$ cat config.mk
export PLATFORM = sky130hd
export DESIGN_NAME = hdmi_audio_tone_gen_flat
export DESIGN_NICKNAME = d
export VERILOG_FILES = /design/src/rtl/hdmi_audio_tone_gen_if.sv /design/src/rtl/hdmi_audio_tone_gen.sv /design/src/flat_wrapper.sv
export SDC_FILE = /design/constraint.sdc
export NUM_CORES = 1
export LEC_CHECK = 0
export ABC_AREA = 1
export CAP_MARGIN = 20
export CORE_MARGIN = 5
export CORE_UTILIZATION = 26
export DETAILED_ROUTE_END_ITERATION = 10
export GPL_ROUTABILITY_DRIVEN = 0
export HOLD_SLACK_MARGIN = 0.02
export PLACE_DENSITY = 0.55
export SLEW_MARGIN = 20
export SYNTH_ARGS = -nofsm -noshare
export SYNTH_HDL_FRONTEND = slang
export SYNTH_SLANG_ARGS = --single-unit
$ cat constraint.sdc
create_clock -name clk_pixel -period 3.5 [get_ports clk_pixel]
set_input_delay 0.35 -clock clk_pixel [delete_from_list [all_inputs] [get_ports clk_pixel]]
set_output_delay 0.35 -clock clk_pixel [all_outputs]
set_load 0.005 [all_outputs]
$ cat src/rtl/hdmi_audio_tone_gen_if.sv
// hdmi_audio_tone_gen_if: tone configuration in, sample strobe/valid/words out.
interface hdmi_audio_tone_gen_if #(
  parameter int BIT_WIDTH   = 16,
  parameter int CHANNELS    = 2,
  parameter int PHASE_WIDTH = 24
);
  logic                            enable;
  logic [CHANNELS*PHASE_WIDTH-1:0] tone_step;
  logic [CHANNELS*2-1:0]           tone_mode;
  logic [CHANNELS*4-1:0]           tone_atten;
  logic                            sample_strobe;
  logic                            sample_valid;
  logic [CHANNELS*BIT_WIDTH-1:0]   audio_sample_word;
  modport master (
    output enable, tone_step, tone_mode, tone_atten,
    input  sample_strobe, sample_valid, audio_sample_word
  );
  modport slave (
    input  enable, tone_step, tone_mode, tone_atten,
    output sample_strobe, sample_valid, audio_sample_word
  );
endinterface

$ cat src/rtl/hdmi_audio_tone_gen.sv
// hdmi_audio_tone_gen: fractional-NCO sample strobe plus per-channel saw/square/triangle tone synthesis.
module hdmi_audio_tone_gen #(
  parameter int CLK_HZ      = 25_200_000,
  parameter int AUDIO_RATE  = 48000,
  parameter int BIT_WIDTH   = 16,
  parameter int CHANNELS    = 2,
  parameter int PHASE_WIDTH = 24
) (
  input logic                   clk_pixel,
  input logic                   reset_n,
  hdmi_audio_tone_gen_if.slave  bus
);
  localparam int AW = $clog2(CLK_HZ) + 1;
  localparam int W  = BIT_WIDTH;
  localparam int PW = PHASE_WIDTH;
  localparam logic [W-1:0] MSB = {1'b1, {(W-1){1'b0}}};
  localparam logic [W-1:0] MAX = ~MSB;
  if (AUDIO_RATE <= 0 || AUDIO_RATE >= CLK_HZ || W < 4 || CHANNELS < 1 || PW < W + 1) begin : g_bad_params
    $error("hdmi_audio_tone_gen: illegal parameter combination");
  end
  logic [AW-1:0] r_acc;
  logic [AW:0]   w_sum;
  logic          w_wrap;
  logic          r_strobe;
  logic          r_valid;
  assign w_sum  = {1'b0, r_acc} + (AW+1)'(AUDIO_RATE);
  assign w_wrap = w_sum >= (AW+1)'(CLK_HZ);
  // A strobe already issued still yields its valid even if enable drops.
  always_ff @(posedge clk_pixel or negedge reset_n) begin
    if (!reset_n) begin
      r_acc    <= '0;
      r_strobe <= 1'b0;
      r_valid  <= 1'b0;
    end else begin
      r_acc    <= bus.enable ? AW'(w_wrap ? w_sum - (AW+1)'(CLK_HZ) : w_sum) : '0;
      r_strobe <= bus.enable & w_wrap;
      r_valid  <= r_strobe;
    end
  end
  assign bus.sample_strobe = r_strobe;
  assign bus.sample_valid  = r_valid;
  for (genvar c = 0; c < CHANNELS; c++) begin : g_ch
    logic [PW-1:0] r_phase;
    logic [W-1:0]  r_word;
    logic [W-1:0]  w_u;
    logic [W-1:0]  w_raw;
    logic [W-1:0]  w_shift;
    logic [1:0]    w_mode;
    logic [3:0]    w_atten;
    logic          w_msb;
    assign w_mode  = bus.tone_mode[c*2 +: 2];
    assign w_atten = bus.tone_atten[c*4 +: 4];
    assign w_msb   = r_phase[PW-1];
    assign w_u     = r_phase[PW-2 -: W];
    assign w_raw   = w_mode == 2'd0 ? r_phase[PW-1 -: W] ^ MSB :
                     w_mode == 2'd1 ? (w_msb ? MSB : MAX) :
                     w_mode == 2'd2 ? (w_msb ? ~w_u : w_u) ^ MSB : '0;
    assign w_shift = $signed(w_raw) >>> w_atten;
    always_ff @(posedge clk_pixel or negedge reset_n) begin
      if (!reset_n) begin
        r_phase <= '0;
        r_word  <= '0;
      end else begin
        r_phase <= !bus.enable ? '0 : r_strobe ? r_phase + bus.tone_step[c*PW +: PW] : r_phase;
        if (r_strobe) r_word <= w_shift;
      end
    end
    assign bus.audio_sample_word[c*W +: W] = r_word;
  end
endmodule
$ cat src/flat_wrapper.sv
// flat-port wrapper written by rule: the top's interface ports become plain ports
module hdmi_audio_tone_gen_flat 
#(
  parameter int CLK_HZ      = 25_200_000,
  parameter int AUDIO_RATE  = 48000,
  parameter int BIT_WIDTH   = 16,
  parameter int CHANNELS    = 2,
  parameter int PHASE_WIDTH = 24
)
  (clk_pixel, reset_n, bus_enable, bus_tone_step, bus_tone_mode, bus_tone_atten, bus_sample_strobe, bus_sample_valid, bus_audio_sample_word);
  hdmi_audio_tone_gen_if #(.BIT_WIDTH(BIT_WIDTH), .CHANNELS(CHANNELS), .PHASE_WIDTH(PHASE_WIDTH)) bus_i ();
  input logic clk_pixel;
  input logic reset_n;
  input wire logic [$bits(bus_i.enable)-1:0] bus_enable;
  input wire logic [$bits(bus_i.tone_step)-1:0] bus_tone_step;
  input wire logic [$bits(bus_i.tone_mode)-1:0] bus_tone_mode;
  input wire logic [$bits(bus_i.tone_atten)-1:0] bus_tone_atten;
  output wire logic [$bits(bus_i.sample_strobe)-1:0] bus_sample_strobe;
  output wire logic [$bits(bus_i.sample_valid)-1:0] bus_sample_valid;
  output wire logic [$bits(bus_i.audio_sample_word)-1:0] bus_audio_sample_word;
  assign bus_i.enable = bus_enable;
  assign bus_i.tone_step = bus_tone_step;
  assign bus_i.tone_mode = bus_tone_mode;
  assign bus_i.tone_atten = bus_tone_atten;
  assign bus_sample_strobe = bus_i.sample_strobe;
  assign bus_sample_valid = bus_i.sample_valid;
  assign bus_audio_sample_word = bus_i.audio_sample_word;
  hdmi_audio_tone_gen #(.CLK_HZ(CLK_HZ), .AUDIO_RATE(AUDIO_RATE), .BIT_WIDTH(BIT_WIDTH), .CHANNELS(CHANNELS), .PHASE_WIDTH(PHASE_WIDTH)) u_core (.clk_pixel(clk_pixel), .reset_n(reset_n), .bus(bus_i));
endmodule
## After elaboration in Yosys (flattened, before gate mapping)

Index checks and enable logic that the tools add are counted.

- Register bits after elaboration: 108
- Output and inout port bits: 34
- Logic and storage cells: 44

- $add $sub $neg: 4
- Order comparisons: 1
- Equal/unequal tests: 5
- Shift-type cells: 2
- Mux-type cells: 16
- Bitwise logic cells: 7
- Reductions and logical operators: 2

Operators by type and width:

| kind | number |
|---|---|
| $mux W16 | 10 |
| $mux W24 | 4 |
| $mux W26 | 2 |
| $add A24 B24 Y24 | 2 |
| $not A16 Y16 | 2 |
| $sshr A16 B4 Y16 | 2 |
| $add A26 B16 Y27 const B | 1 |
| $ge A27 B25 Y1 const B | 1 |
| $sub A26 B25 Y26 const B | 1 |
| $eq A2 B1 Y1 const B | 2 |
| $eq A2 B2 Y1 const B | 2 |
| $logic_not A2 Y1 | 2 |
| $not A1 Y1 | 4 |
| $ne A2 B1 Y1 const B | 1 |
| $and A1 B1 Y1 | 1 |

## Longest topological paths before layout

Gate-level depths: netlist of the first run.

- Depth in word-level cells: 7
- Mapped depth: 20
- Gate-level depth less buffers: 20

## Worst setup path after synthesis of the first run

OpenSTA, ideal clock, no wires.

- Path kind: reg-to-reg
- From: register u_core.g_ch[0].r_phase[0]
- To: register u_core.g_ch[0].r_phase[16]
- Setup time: 0.133 ns
- Data arrival time: 2.177 ns
- Required time: 3.367 ns
- Path slack: 1.190 ns
- Cell stages (with the launch flop): 12
- Buffers on the path: 0
- Period minus slack after synthesis: 2.310 ns
- Cell sequence: dfrtp_1 -> ha_1 -> fa_1 -> nand3_1 -> nand2_1 -> a21boi_0 -> o21bai_1 -> a21oi_1 -> o21bai_1 -> or2_2 -> nand3_1 -> o21ai_0

- Word-level cells in the longest chain between the ends: 3

RTL lines:

| item | RTL line | source |
|---|---|---|
| from (decl) | hdmi_audio_tone_gen.sv:43 | `logic [PW-1:0] r_phase;` |
| from (signal assigned) | hdmi_audio_tone_gen.sv:64 | `r_phase <= !bus.enable ? '0 : r_strobe ? r_phase + bus.tone_step[c*PW +: PW] : r_phase;` |
| $add A24 B24 Y24 | hdmi_audio_tone_gen.sv:64 |  |
| $mux W24 (2 in series) | hdmi_audio_tone_gen.sv:64 |  |

Every way passes these cells. The select of a mux whose other input is x is not followed.
A chain may end at the register's enable or synchronous reset.

## Worst setup path after layout of the first run

- From: input bus_tone_step[24]
- To: register u_core.g_ch[1].r_phase[16]

- Word-level cells in the longest chain between the ends: 3

RTL lines:

| item | RTL line | source |
|---|---|---|
| from (decl) | flat_wrapper.sv:15 | `input wire logic [$bits(bus_i.tone_step)-1:0] bus_tone_step;` |
| $add A24 B24 Y24 | hdmi_audio_tone_gen.sv:64 |  |
| $mux W24 (2 in series) | hdmi_audio_tone_gen.sv:64 |  |
| to (signal assigned) | hdmi_audio_tone_gen.sv:64 |  |
| to (decl) | hdmi_audio_tone_gen.sv:43 |  |

Every way passes these cells. The select of a mux whose other input is x is not followed.

==> metrics.txt, run 1 <==
internal power=0.00228 W; Seq/Total Area, Yosys=around 28%; clock sinks=101; P_sw=0.00126 W; Mapped Cells=1376; slowest CP cell=clkdlybuf4s50_1; initial drt markers=776; 1st-pass router iterations=5; Area Growth Syn to Fin=19.4%; clock share of power=31.5%; final hold vios=0; critical path type=input pin to flop; Setup Buffers After CTS=0; Crit path max-delay family=compound AO/OA/AOI/OAI gates; Synth Cell Area=between 8000 and 9000 um2; fraction of layout cells with a size suffix above 1=under 10%; CTS clk-pin slew, worst paths=0.08 ns; Die ar.=between 30000 and 40000 um2; FF-to-FF path depth=11; number of synthesized register bits=between 100 and 150; fin nets=1564; CTS tree=built; leakage=around 5.0 nW; IR drop worst, VDD=235 uV; DP Wirelength=approximately 21 mm; r2r startpoint=u_core.g_ch[0].r_phase[0]$_DFFE_PN0P_; Finished Cell Area=approximately 11000 um2; Slew Limit Headroom=32.1%; Worst EP required=between 3 and 4 ns; CTS buffer count=9; FF-to-FF End=u_core.g_ch[0].r_phase[16]$_DFFE_PN0P_; gr usage total=14.2%; routed wire length=27.6 mm; area fraction in compound gates after synthesis=17.5%; core area=34300 um2; global-route wire length before repair=44.7 mm; Hold WS=0.0735 ns; WP data arrival=2.93 ns; fin cells=~1900; post-cts resize count=0; Buf/Inv on CP=1; dominant synthesized flop cell=dfrtp_1; Cells after DPL=1895; DRT antenna net count=0; Synth Warn #=0; Remaining DRCs=0; final setup fails=0; critical path peak fanout=4; post-synthesis mux area share=1.23%; Cell variety after synth=46; hold_buf cts=0; number of global-route vias before repair=8497; vias per cell=between 4 and 5; Root Driver=clkbuf_16; Rows=a little under 70; # diodes=0; number of synthesized flops with an enable pin=0; routed len/inst=14.4 um; critical path endpoint category=flop; IO Count=97; max-slew violation count=0; crit-path cells=clkdlybuf4s50_1 -> ha_1 -> fa_1 -> nand3_1 -> nand2_1 -> a21boi_0 -> o21ai_0 -> a21oi_1 -> o21ai_0 -> nand2_1 -> nand2_1 -> o22ai_1; Clock Latency Late Sink=~0.37 ns; Hold Path Class=input pin to asynchronous set/reset pin; status=finished, final reports clean; Setup TNS Final=0 ns; placed inst area=10400 um2; Setup Skew=0.00897 ns; grt ovf=0; largest stage delay on the critical path=0.41 ns; Tcrit/Tclk final=75.6%; Final Critical Period=2.65 ns; main combinational cell family by area after synthesis=simple AND/OR/NAND/NOR gates; H-tree Lvls=3; initial antenna violation count=0; most used cell, CP=nand2_1; FFs w/ async S/R, synth=100%; Slew @ Worst Pin=1.02 ns; fraction of the mapped netlist area in simple logic gates=34.6%; FMAX=0.378 GHz; Power Density=around 330 nW/um2; largest net degree at the start of global routing=between 50 and 60; syn nets=1489; via count=9137; post-synthesis xor/xnor area fraction=3.90%; die width=approximately 200 um; Port Buffers=96; total of max-cap violations=0; RSZ-0062 raised after global routing=false; initial core utilization=around a quarter; chip height=about 200 um; R2R setup slack=0.88 ns; startpoint types=input pin; Clock Path Buffers=2; Gate power share=31.2%; Switching Share=35.6%; syn avg cell area=6.53 um2; Synth Area in Adders=7.13%; register share of total power=37.3%; Tot Pwr=0.00354 W
==> cell usage after synthesis, types with 2 or more instances <==
cell	instances	area, um2
o21bai_1	8	60.1
nand2_2	12	75.1
dfrtp_1	101	2530
inv_2	8	30.0
a31oi_1	2	12.5
mux2i_1	11	110
nor4_1	2	12.5
buf_1	6	22.5
buf_2	6	30.0
nor2_1	110	413
nor3b_1	4	30.0
inv_1	114	428
nor2_2	5	31.3
nor3_1	13	65.1
ha_1	48	601
buf_4	2	15.0
a21boi_0	5	37.5
nand3b_1	5	37.5
nand3_1	123	616
clkbuf_1	28	105
xnor2_1	16	140
o211ai_1	19	143
nand4_1	18	113
or2_2	12	75.1
o21a_1	6	45.0
fa_1	2	40.0
nand2_4	3	33.8
xor2_1	24	210
o22ai_1	18	113
clkinv_1	6	22.5
a21oi_1	90	450
a22o_1	4	35.0
nand2_1	404	1520
o21ai_1	3	15.0
a21o_1	5	37.5
o21ai_0	123	616
==> how the worst max path moves through the flow <==
stage	startpoint	to	cells past startpoint
6_report	bus_tone_step[24]	u_core.g_ch[1].r_phase[16]$_DFFE_PN0P_	12
5_1_grt	u_core.g_ch[0].r_phase[0]$_DFFE_PN0P_	u_core.g_ch[0].r_phase[16]$_DFFE_PN0P_	11
4_1_cts	bus_tone_step[24]	u_core.g_ch[1].r_phase[16]$_DFFE_PN0P_	12
3_5_place_dp	bus_tone_step[24]	u_core.g_ch[1].r_phase[16]$_DFFE_PN0P_	11
3_3_place_gp	bus_tone_step[24]	u_core.g_ch[1].r_phase[16]$_DFFE_PN0P_	11
2_1_floorplan	u_core.g_ch[0].r_phase[0]$_DFFE_PN0P_	u_core.g_ch[0].r_phase[16]$_DFFE_PN0P_	11
==> state kept, by name, indices dropped and copies added (netlist names) <==
name                      count
u_core.g_ch.r_phase          48
u_core.g_ch.r_word           32
u_core.r_acc                 19
u_core.bus.sample_valid       1
u_core.bus.sample_strobe      1
==> routing by layer <==
| metal | global-route usage (%) | vias to the layer above | part of all wire (%) |
|---|---|---|---|
| met5 | 0 | - | 0 |
| met4 | 3.31 | 0 | 1.3 |
| met3 | 2.32 | 20 | 5.0 |
| met2 | 20.9 | 234 | 41 |
| met1 | 21.6 | 4140 | 52 |
| li1 | - | 4743 | - |
==> kinds of logic after synthesis <==
group / Yosys count
XOR/XNOR: 40
adder cells (fa/ha/maj): 50
AO/OA/AOI/OAI: 284
flip-flops: 101
AND/OR/NAND/NOR: 718
multiplexers: 11
buffers and inverters: 172
==> power groups by stage <==
stage / registers (W) / clock network (W) / logic (W)
finish: 0.00132 / 0.00112 / 0.00110
global route: 0.00133 / 0.00119 / 0.00124
CTS: 0.00132 / 0.00115 / 0.00111
detailed placement: 0.00134 / 0 / 0.00110
global placement: 0.00134 / 0 / 0.00110
floorplan: 0.00133 / 0 / 0.000703
==> layout make-up <==
type / count / area, um2
fillers: 3742 / 23600
multi-input cells: 1103 / 5780
flip-flops and latches: 101 / 2530
repair buffers: 108 / 1050
well taps: 455 / 569
inverters: 128 / 480
clock buffers: 9 / 225
clock inverters: 7 / 87.6
==> placed cells by master (no fill, tap or decap), types with 24 or more instances in the layout <==
cell type / synthesis / routed
inv_1: 114 / 114
a21oi_1: 90 / 90
xor2_1: 24 / 24
o21ai_0: 123 / 123
nand3_1: 123 / 123
dfrtp_1: 101 / 101
nand2_1: 404 / 404
ha_1: 48 / 48
nor2_1: 110 / 110
clkdlybuf4s50_1: 0 / 95
==> per-stage QoR <==
step | setup WS (ns) | util [%]
after floorplan | 1.19 | -
after global placement | 0.554 | 30.4
after detailed placement | 0.491 | 30.4
after CTS | 0.892 | 31.3
after global routing | 0.572 | 31.3
final | 0.855 | 31.3
(Power assumes the default switching activity.)
==> run 2, diff against run 1 <==
PLACE_DENSITY = 0.56   (was 0.55)
clock period = 2.4 ns   (was 3.5 ns; I/O delays follow)
==> run 2 against run 1 <==
  * Wire length increased by 1.5%
  * Register-to-register slack worse by 0.72 ns
  * Non-clock buffer count increased by 121
  * Critical path type is now flop to flop
  * Largest cell class unchanged
==> metrics.txt, run 2 (same netlist as run 1, synthesis figures left out) <==
max reg flops=48; Rows=just under 70; Cells after DPL=around 2000; Final Critical Period=2.24 ns; global-route wire length before repair=about 46 mm; footprint of the multi-input gates=5890 um2; met1 Resource Use GR=22.4%; Worst EP required=2.64 ns; max-slew violation count=0; Finished Core Util=approximately a third; IO Count=97; Setup TNS Final=0 ns; fin nets=1686; met2 usage=21.2%; Area Growth Syn to Fin=30.7%; WP data arrival=2.49 ns; status=finished, final reports clean; Remaining DRCs=0; register area=2530 um2; DP Wirelength=~22 mm; most frequent cells in the layout=nand2_1 (397), buf_4 (132), nand3_1 (123); Slew @ Worst Pin=0.489 ns; critical path endpoint category=flop; gr usage total=14.6%; most common cell after layout, fill and taps aside=nand2_1; Tot Pwr=~0.0053 W; vias per cell=4.70; DRT antenna net count=0; grt ovf=0; H-tree Lvls=3; 1st-pass router iterations=7; Tcrit/Tclk final=93.5%; Hold WS=0.314 ns; clock sinks=101; routed wire length=28.0 mm; Root Driver=clkbuf_16; largest net degree at the start of global routing=54; fin cells=2033; Clock Path Buffers=2; initial drt markers=805; Die ar.=about 38000 um2; FMAX=0.446 GHz; GR Util met3=2.13%; critical path type=flop to flop; Power Density=around 450 nW/um2; Port Buffers=96; total of max-cap violations=0; leakage=5.64 nW; startpoint types=flop; IR drop worst, VDD=350 uV; final setup fails=0; fillcell total=~3700; Hold Path Class=input pin to asynchronous set/reset pin; Setup Skew=0.0129 ns; CTS tree=built; core area=34300 um2; # diodes=0; critical path peak fanout=6; Slew Limit Headroom=between 60% and 70%; die width=~200 um; GR peak layer=met1; number of global-route vias before repair=8887; Clock Latency Late Sink=0.38 ns; Most flops, register=u_core.g_ch.r_phase; CTS clk-pin slew, worst paths=0.07 ns; fraction of layout cells with a size suffix above 1=13.9%; initial antenna violation count=0; via count=around 9600; final hold vios=0; routed len/inst=roughly 14 um; biggest registers after layout=u_core.g_ch.r_phase x48, u_core.g_ch.r_word x32, u_core.r_acc x19; chip height=196 um; initial core utilization=26.2%; CTS buffer count=9
## run 2: per-stage QoR
step | setup slack (ns) | cell area (um2)
final | 0.156 | 11700
after CTS | 0.0564 | 11600
after detailed placement | -0.291 | 11300
after global routing | -0.00339 | 11700
after floorplan | 0.0895 | 8980
after global placement | -0.265 | 11300
## run 2: final cells by class
cell class / count / share of cell area [%]
clock inverters: 5 / 0.362
clock buffers: 11 / 2.15
repair buffers: 229 / 16.8
flip-flops and latches: 101 / 21.5
inverters: 128 / 4.09
well taps: 455 / 4.85
multi-input cells: 1104 / 50.2
## run 2: routing by layer
layer | vias up | share of wire [%]
met5 | - | 0
met4 | 0 | 1.3
met3 | 21 | 4.5
met2 | 218 | 41
met1 | 4336 | 53
li1 | 4982 | -
## run 2: path summary, 6_finish.rpt
path,start,endpoint,slack [ns],cells after the start
max reg2reg,u_core.r_acc[8]$_DFF_PN0_,u_core.r_acc[15]$_DFF_PN0_,0.16,17
min reg2reg,u_core.g_ch[1].r_word[13]$_DFFE_PN0P_,u_core.g_ch[1].r_word[13]$_DFFE_PN0P_,0.48,1
min,reset_n,u_core.r_acc[23]$_DFF_PN0_,0.31,2
max in group asynchronous,reset_n,u_core.g_ch[1].r_word[1]$_DFFE_PN0P_,1.38,3
min in group clk_pixel,u_core.g_ch[1].r_word[13]$_DFFE_PN0P_,u_core.g_ch[1].r_word[13]$_DFFE_PN0P_,0.48,1
max,u_core.r_acc[8]$_DFF_PN0_,u_core.r_acc[15]$_DFF_PN0_,0.16,17
## run 2: timing repair
action                     in CTS  in global routing
gates resized for setup         1                 35
buffers inserted                0                  4
hold endpoints to repair       20                  0
setup endpoints to repair       2                 35
cloned                          0                  1
pin swaps                       0                  6
hold buffers                    1                  0
## run 2: critical path, stage by stage, from the launching register on
cell     delay (ns)
dfrtp_1        0.37
inv_1          0.07
ha_1           0.20
nand2_2        0.10
nand2_2        0.08
nand2_4        0.09
nand2_2        0.07
nand2_2        0.09
nand3_1        0.08
nand2_2        0.13
nand2_2        0.11
nor2_8         0.11
nand4_4        0.08
nand2_4        0.16
buf_4          0.17
nand3_1        0.06
nand2_1        0.08
nor2_1         0.05
## run 2: power by group
group          switching [W]  total [W]  internal (W)  leakage [nW]
Sequential          0.000102    0.00192       0.00182          1.32
Clock               0.000745    0.00152      0.000775         0.148
Combinational        0.00100    0.00181      0.000808          4.17
==> run 3, diff against run 2 <==
PLACE_DENSITY = 0.55   (was 0.56)
clock period = 2.1 ns   (was 2.4 ns; I/O delays follow)
==> run 3 against run 2 <==
  * The flow now finishes with violations (setup timing)
  * Setup slack lost 0.19 ns
  * Die area did not move
  * Core utilization increased by 6.2 points
==> metrics.txt, run 3 (same netlist as run 1, synthesis figures left out) <==
status=finished with violations; violated checks=setup timing; largest net degree at the start of global routing=51; routed wire length=30.4 mm; Slew @ Worst Pin=0.458 ns; Remaining DRCs=0; CTS tree=built; via count=10127; Worst EP required=2.35 ns; DP Wirelength=around 23 mm; initial core utilization=26.2%; worst slack at placement=-0.440 ns; die width=between 150 and 200 um; clock sinks=101; IR drop worst, VDD=367 uV; gr usage total=between 15 and 20%; initial drt markers=615; crit-path cells=buf_4 -> nor2_4 -> nand2_2 -> nand2_4 -> nand2_4 -> nand2_2 -> nand3_2 -> nor2_4 -> nand2_2 -> nand2_4 -> nand4_4 -> nand2_8 -> buf_8 -> nand3_2 -> nand2_2 -> nor2_2; slowest CP cell=dfrtp_1; Port Buffers=96; Finished Core Util=roughly 40%; # diodes=0; Tcrit/Tclk final=102%; RSZ-0062 raised after global routing=true; r2r startpoint=u_core.r_acc[8]$_DFF_PN0_; leakage=6.47 nW; Slew Limit Headroom=69.4%; max-slew violation count=0; Final Critical Period=2.13 ns; startpoint types=flop; critical path type=flop to flop; IO Count=97; most used cell, CP=nand2_2; largest stage delay on the critical path=0.39 ns; Clock Latency Late Sink=0.38 ns; core area=~34000 um2; initial antenna violation count=0; Crit path max-delay family=simple AND/OR/NAND/NOR gates; Buf/Inv on CP=2; fin nets=1809; Root Driver=clkbuf_16; Tot Pwr=0.00698 W; Rows=68; R2R setup slack=-0.03 ns; fraction of layout cells with a size suffix above 1=between 30% and 40%; DRT antenna net count=0; CTS buffer count=9; H-tree Lvls=3; Most flops, register=u_core.g_ch.r_phase; global-route wire length before repair=roughly 48 mm; 1st-pass router iterations=7; final hold vios=0; chip height=196 um; Final Worst Setup Slack=-0.0325 ns; number of global-route vias before repair=9669; critical path peak fanout=7; final setup fails=12; Area Growth Syn to Fin=54.3%; CP Launch Point=u_core.r_acc[8]$_DFF_PN0_; Hold Path Class=input pin to asynchronous set/reset pin; critical path endpoint category=flop; CTS clk-pin slew, worst paths=about 0.07 ns; Die ar.=between 30000 and 40000 um2; max reg flops=48; FMAX=0.469 GHz; Clock Path Buffers=2; grt ovf=0; Power Density=around 500 nW/um2; vias per cell=4.70; biggest registers after layout=u_core.g_ch.r_phase x48, u_core.g_ch.r_word x32, u_core.r_acc x19; WP data arrival=between 2 and 2.5 ns; total of max-cap violations=0; most frequent cells in the layout=nand2_1 (353), buf_4 (244), inv_1 (107); most common cell after layout, fill and taps aside=nand2_1; Setup Skew=about 0.019 ns; routed len/inst=14.1 um
## run 3: worst register-to-register path, cell delays in order (launching register included)
cell	delay, ns
dfrtp_1	0.39
buf_4	0.14
nor2_4	0.10
nand2_2	0.07
nand2_4	0.13
nand2_4	0.08
nand2_2	0.10
nand3_2	0.10
nor2_4	0.12
nand2_2	0.08
nand2_4	0.10
nand4_4	0.14
nand2_8	0.14
buf_8	0.15
nand3_2	0.07
nand2_2	0.07
nor2_2	0.04
## run 3: worst paths after layout
| kind | to | depth (start not counted) |
|---|---|---|
| min in group clk_pixel | u_core.g_ch[0].r_word[13]$_DFFE_PN0P_ | 1 |
| min | u_core.r_acc[16]$_DFF_PN0_ | 2 |
| min reg2reg | u_core.g_ch[0].r_word[13]$_DFFE_PN0P_ | 1 |
| max in group asynchronous | u_core.g_ch[1].r_word[2]$_DFFE_PN0P_ | 3 |
| max | u_core.r_acc[19]$_DFF_PN0_ | 16 |
| max reg2reg | u_core.r_acc[19]$_DFF_PN0_ | 16 |
## run 3: area by class of cell
type | count | area (um2)
Tap cell | 455 | 569
Inverter | 128 | 495
Clock inverter | 7 | 109
Clock buffer | 9 | 225
Fill cell | 3438 | 20400
Sequential cell | 101 | 2530
Timing Repair Buffer | 352 | 2950
Multi-Input combinational cell | 1104 | 6980
## run 3: report_power, final
part / internal, W / switching (W) / leakage [nW]
registers: 0.00209 / 0.000119 / 1.32
logic: 0.00135 / 0.00145 / 4.99
clock network: 0.00108 / 0.000896 / 0.165
## run 3: metrics by stage
step | std cells | area [um2] | hold slack [ns] | TNS, ns
2_1_floorplan | 1376 | 9000 | -0.0856 | -0.0194
3_3_place_gp | 2116 | 12100 | 0.106 | -13.34
3_5_place_dp | 2116 | 12100 | 0.106 | -15.13
4_1_cts | 2143 | 12800 | 0.248 | -0.201
5_1_grt | 2156 | 13900 | 0.278 | -3.08
6_report | 2156 | 13900 | 0.257 | -0.183
## run 3: routing by layer
metal  routed length, um  vias to the layer above  track usage [%]  share of wire [%]
met2               13400                      184             23.3                 44
li1                    -                     5234                -                  -
met3                1140                       27             2.13                3.7
met4                 454                        0             4.01                1.5
met1               15400                     4682             22.3                 51
met5                   0                        -                0                  0
## run 3: what timing repair did
item                                    4_1_cts  5_1_grt
setup buffers                                11       14
endpoints found under the setup margin       34       67
resized for setup                            63      232
hold buffers                                  1        0
cloned                                        0        1
pin swaps                                    30      102
endpoints found under the hold margin        18        0
==> RTL edit 1, RTL diff (config.mk and constraints of run 2) <==
Reset style: synchronous (`reset_n`), changed in 2 clocked blocks.
--- a/src/rtl/hdmi_audio_tone_gen.sv
+++ b/src/rtl/hdmi_audio_tone_gen.sv
@@ -26,7 +26,7 @@
   assign w_sum  = {1'b0, r_acc} + (AW+1)'(AUDIO_RATE);
   assign w_wrap = w_sum >= (AW+1)'(CLK_HZ);
   // A strobe already issued still yields its valid even if enable drops.
-  always_ff @(posedge clk_pixel or negedge reset_n) begin
+  always_ff @(posedge clk_pixel) begin
     if (!reset_n) begin
       r_acc    <= '0;
       r_strobe <= 1'b0;
@@ -56,7 +56,7 @@
                      w_mode == 2'd1 ? (w_msb ? MSB : MAX) :
                      w_mode == 2'd2 ? (w_msb ? ~w_u : w_u) ^ MSB : '0;
     assign w_shift = $signed(w_raw) >>> w_atten;
-    always_ff @(posedge clk_pixel or negedge reset_n) begin
+    always_ff @(posedge clk_pixel) begin
       if (!reset_n) begin
         r_phase <= '0;
         r_word  <= '0;
Behaviour: same outputs for any inputs over 10 cycles, from zero or initial values and one cycle with reset_n low; that may be too few to reach the edited logic, so the function may still have changed.
==> RTL edit 1 against run 2 <==
Wire length rose by 7.4%. Global-route usage grew 0.22 points. Sequential share of layout area shrank 4.2 points. Synthesized area grew 3.6%. Fmax increased by 1.3%. Die area rose by 3.4%. First-iteration DRC count decreased by 27%. Highest routed layer is now met5. Non-clock buffer count down 37. Design area fell by 0.64%. Sequential cell count stayed put. Count of clock-buffer cells in the layout decreased by 2. Worst setup slack better by 0.029 ns.
Power is not compared: it rests on default switching activity, and its combinational part moved more than twofold at a synthesized area within 25%.
==> RTL edit 1: results (changes against run 2) <==
route:
  drt_iter0_drc: 588  # was 805
  first_pass_iters: 5  # was 7
  top_layer_used: "met5"  # was met4
  wl_met2_um: 13300  # was 11400 um
  wl_met3_um: 1450  # was 1260 um
global_route:
  antenna_found_initial: 2  # was 0
  grt_pass1_vias: 9685  # was 8887
  met2_usage: 0.240  # was 0.212
  met3_usage: 0.0219  # was 0.0213
  grt_pass1_wl_um: 48400  # was 46100 um
  grt_use_total: 0.148  # was 0.146
worst_setup_path:
  r2r_setup_slack_ns: 0.19  # was 0.16 ns
  worstSetupStartpoint: "u_core.r_acc[7]"  # was u_core.r_acc[8]
  ff2ff_path_depth: 15  # was 17
  crit_end: "u_core.r_acc[8]"  # was u_core.r_acc[15]
outcome:
  outcome: "finished clean"  # unchanged
finish:
  drive_above_1_share: 0.108  # was 0.139
  fin_nets: 1835  # was 1686
logic_synthesis:
  synth_commonest_cells: "nand2_1 (410), inv_1 (190), nor2_1 (158)"  # was nand2_1 (404), nand3_1 (123), o21ai_0 (123)
  synth.distinct_cells: 48  # was 46
  synthesis.nets: 1687  # was 1489
  yosysSeqAreaShare: 0.217  # was 0.281
timing:
  skew_ns: 0.0124  # was 0.0129 ns
  whs_ns: 0.470  # was 0.314 ns
hold_path:
  hold_class: "flip-flop to flip-flop"  # was input port to asynchronous set/reset pin
==> RTL edit 1: cell types whose count changed in the layout (fill, tap and decap cells not counted), moves of 6 or more <==
cell | run 2 | this run
buf_4 | 132 | 95
a21oi_1 | 85 | 136
dfrtp_1 | 100 | 0
nor2_1 | 106 | 157
nand3_1 | 123 | 129
mux2i_1 | 11 | 2
inv_1 | 113 | 189
o211ai_1 | 19 | 25
nand2_1 | 397 | 409
nor3b_1 | 4 | 10
nand3_2 | 1 | 12
dfxtp_1 | 0 | 98
o22ai_1 | 18 | 0
==> RTL edit 1: cell type report <==
class,count,area share
multi-input cells,1213,0.540
clock buffers,9,0.0193
well taps,461,0.0495
repair buffers,192,0.145
clock inverters,7,0.00622
flip-flops and latches,101,0.174
inverters,206,0.0663
==> RTL edit 1: per-stage QoR <==
stage          TNS (ns)  setup WS (ns)  instance area, um^2  power (W)  cells
2_1_floorplan         0          0.295                 9300    0.00226   1575
3_3_place_gp     -0.272        -0.0800                11300    0.00256   2170
3_5_place_dp     -0.389        -0.0853                11300    0.00257   2170
4_1_cts               0         0.0254                11600    0.00414   2186
5_1_grt        -0.00232       -0.00232                11700    0.00432   2189
6_report              0          0.185                11700    0.00410   2189
==> RTL edit 1: logic make-up (layout without fill, tap and decap cells) <==
kind of cell	after synthesis	after routing	share of synthesized area
compound gates	321	321	0.187
simple gates	803	804	0.379
mux	2	2	0.00215
buf+inv	262	414	0.112
fa+ha+maj	49	49	0.0675
xor+xnor	37	37	0.0348
flops	101	101	0.217
==> RTL edit 1: what timing repair did <==
item | CTS | global route
setup buffers | 0 | 2
hold endpoints to repair | 0 | 0
gates resized for setup | 1 | 11
cloned | 0 | 1
setup endpoints to repair | 1 | 19
pin swaps | 0 | 4
==> RTL edit 2, RTL diff (settings of run 2) <==
Made on the original files. `CLK_HZ` is set to 25_200_000 in 2 places; all go to 50_400_000.
--- a/src/rtl/hdmi_audio_tone_gen.sv
+++ b/src/rtl/hdmi_audio_tone_gen.sv
@@ -1,6 +1,6 @@
 // hdmi_audio_tone_gen: fractional-NCO sample strobe plus per-channel saw/square/triangle tone synthesis.
 module hdmi_audio_tone_gen #(
-  parameter int CLK_HZ      = 25_200_000,
+  parameter int CLK_HZ      = 50_400_000,
   parameter int AUDIO_RATE  = 48000,
   parameter int BIT_WIDTH   = 16,
   parameter int CHANNELS    = 2,
--- a/src/flat_wrapper.sv
+++ b/src/flat_wrapper.sv
@@ -1,7 +1,7 @@
 // flat-port wrapper written by rule: the top's interface ports become plain ports
 module hdmi_audio_tone_gen_flat 
 #(
-  parameter int CLK_HZ      = 25_200_000,
+  parameter int CLK_HZ      = 50_400_000,
   parameter int AUDIO_RATE  = 48000,
   parameter int BIT_WIDTH   = 16,
   parameter int CHANNELS    = 2,
Function: no difference found for any inputs over 10 cycles, from zero or initial values and one cycle with reset_n low; that may be too few to reach the edited logic, so the function may still have changed.
==> RTL edit 2 against run 2 <==
Largest cell class unchanged. Critical path type unchanged. Wire length increased by 6.7%. Synthesized cell count up 6.6%. Worst setup slack worse by 0.035 ns. Synthesized area is 5.7% higher. Clock power rose by 9.9%. Sequential share of layout area is 0.19 points lower. Sequential cell count rose by 1. Count of clock-buffer cells in the layout is 1 lower. Design area grew 1.8%. Sequential power decreased by 4%. Utilization is 1.3 points lower. Highest routed layer is now met5. Total power shrank 1.6%. Cell count rose by 2.9%. Via count grew 4.2%.
==> RTL edit 2: results (changes against run 2) <==
route:
  vias: 9960  # was 9557
  wl_met1_um: 14800  # was 14900 um
  top_layer_used: "met5"  # was met4
  wl_met3_um: 1300  # was 1260 um
  wl_met2_um: 13100  # was 11400 um
  wl_per_cell_um: 14.3  # was 13.8 um
finish:
  syn2layout_area_growth_pct: 25.9  # was 30.7%
  multi_input_gates: 1156  # was 1104
  fin_nets: 1731  # was 1686
  clock_buffers: 10  # was 11
  seq_cell_count: 102  # was 101
  final_cells: 2091  # was 2033
  area_share_nonclk_buffers: 0.141  # was 0.168
  regArea_um2: 2550  # was 2530 um^2
  final-clk-cell-share: 0.0276  # was 0.0252
  num-nonclk-inverters: 166  # was 128
floorplan:
  dieWidth_um: 201  # was 196 um
global_route:
  met2_usage: 0.234  # was 0.212
  grt_pass1_wl_um: 49500  # was 46100 um
  met3_usage: 0.0242  # was 0.0213
  grt_pass1_vias: 9727  # was 8887
worst_setup_path:
  r2r_setup_slack_ns: 0.12  # was 0.16 ns
power:
  p_leak_nw: 5.78  # was 5.64 nW
  clock_power_w: 0.00167  # was 0.00152 W
  p_seq_w: 0.00185  # was 0.00192 W
  ir_worst_vdd_uv: 314  # was 350 uV
logic_synthesis:
  synth_cells: 1467  # was 1376
  synth.distinct_cells: 51  # was 46
  synth_commonest_cells: "nand2_1 (393), inv_1 (150), nand3_1 (137)"  # was nand2_1 (404), nand3_1 (123), o21ai_0 (123)
placement:
  placed_area_um2: 11500  # was 11300 um^2
  dp_hpwl_um: 24300  # was 22500 um
  place_ws_ns: -0.121  # was -0.291 ns
timing:
  worst_pin_slew_ns: 0.615  # was 0.489 ns
  whs_ns: 0.346  # was 0.314 ns
cts:
  cts_resized: 0  # was 1
outcome:
  outcome: "finished clean"  # unchanged
-- RTL edit 2: changes by cell type after synthesis, moves of 10 or more --
cell	before	now
inv_1	114	150
nor2_1	110	135
o21ai_0	123	103
nand3_1	123	137
nand2_1	404	393
nand4_1	18	28
-- RTL edit 2: kinds of logic (layout without fill, tap and decap cells) --
kind of cell    after synthesis  count (layout)  synth area share
compound gates              281             281             0.168
simple gates                779             780             0.366
xor+xnor                     41              41            0.0386
flops                       102             102             0.269
buf+inv                     210             365            0.0874
fa+ha+maj                    50              50            0.0675
mux                           4               4           0.00422
-- RTL edit 2: worst max-delay path, stage by stage (launching register included) --
cell and delay (ns):
dfrtp_1 0.37, inv_1 0.05, ha_2 0.19, or2_4 0.23, nand2_1 0.06, inv_1 0.05
ha_1 0.20, inv_2 0.06, a21oi_2 0.06, nor2_2 0.13, nand2_1 0.07, nand2_2 0.11
nand3_4 0.12, nand2_8 0.15, clkbuf_16 0.16, nand3_1 0.06, nand2_1 0.06, nor2_1 0.04
-- RTL edit 2: worst max path at each step --
| stage | startpoint | end | slack (ns) | cells after the start |
|---|---|---|---|---|
| 2_1_floorplan | u_core.r_acc[7] | u_core.r_acc[11] | 0.15 | 17 |
| 3_3_place_gp | bus_tone_step[39] | u_core.g_ch[1].r_phase[20] | -0.14 | 8 |
| 3_5_place_dp | bus_tone_step[24] | u_core.g_ch[1].r_phase[12] | -0.12 | 11 |
| 4_1_cts | u_core.r_acc[8] | u_core.r_acc[12] | 0.04 | 17 |
| 5_1_grt | u_core.r_acc[7] | u_core.r_acc[20] | -0.02 | 17 |
| 6_report | u_core.r_acc[8] | u_core.r_acc[13] | 0.12 | 17 |
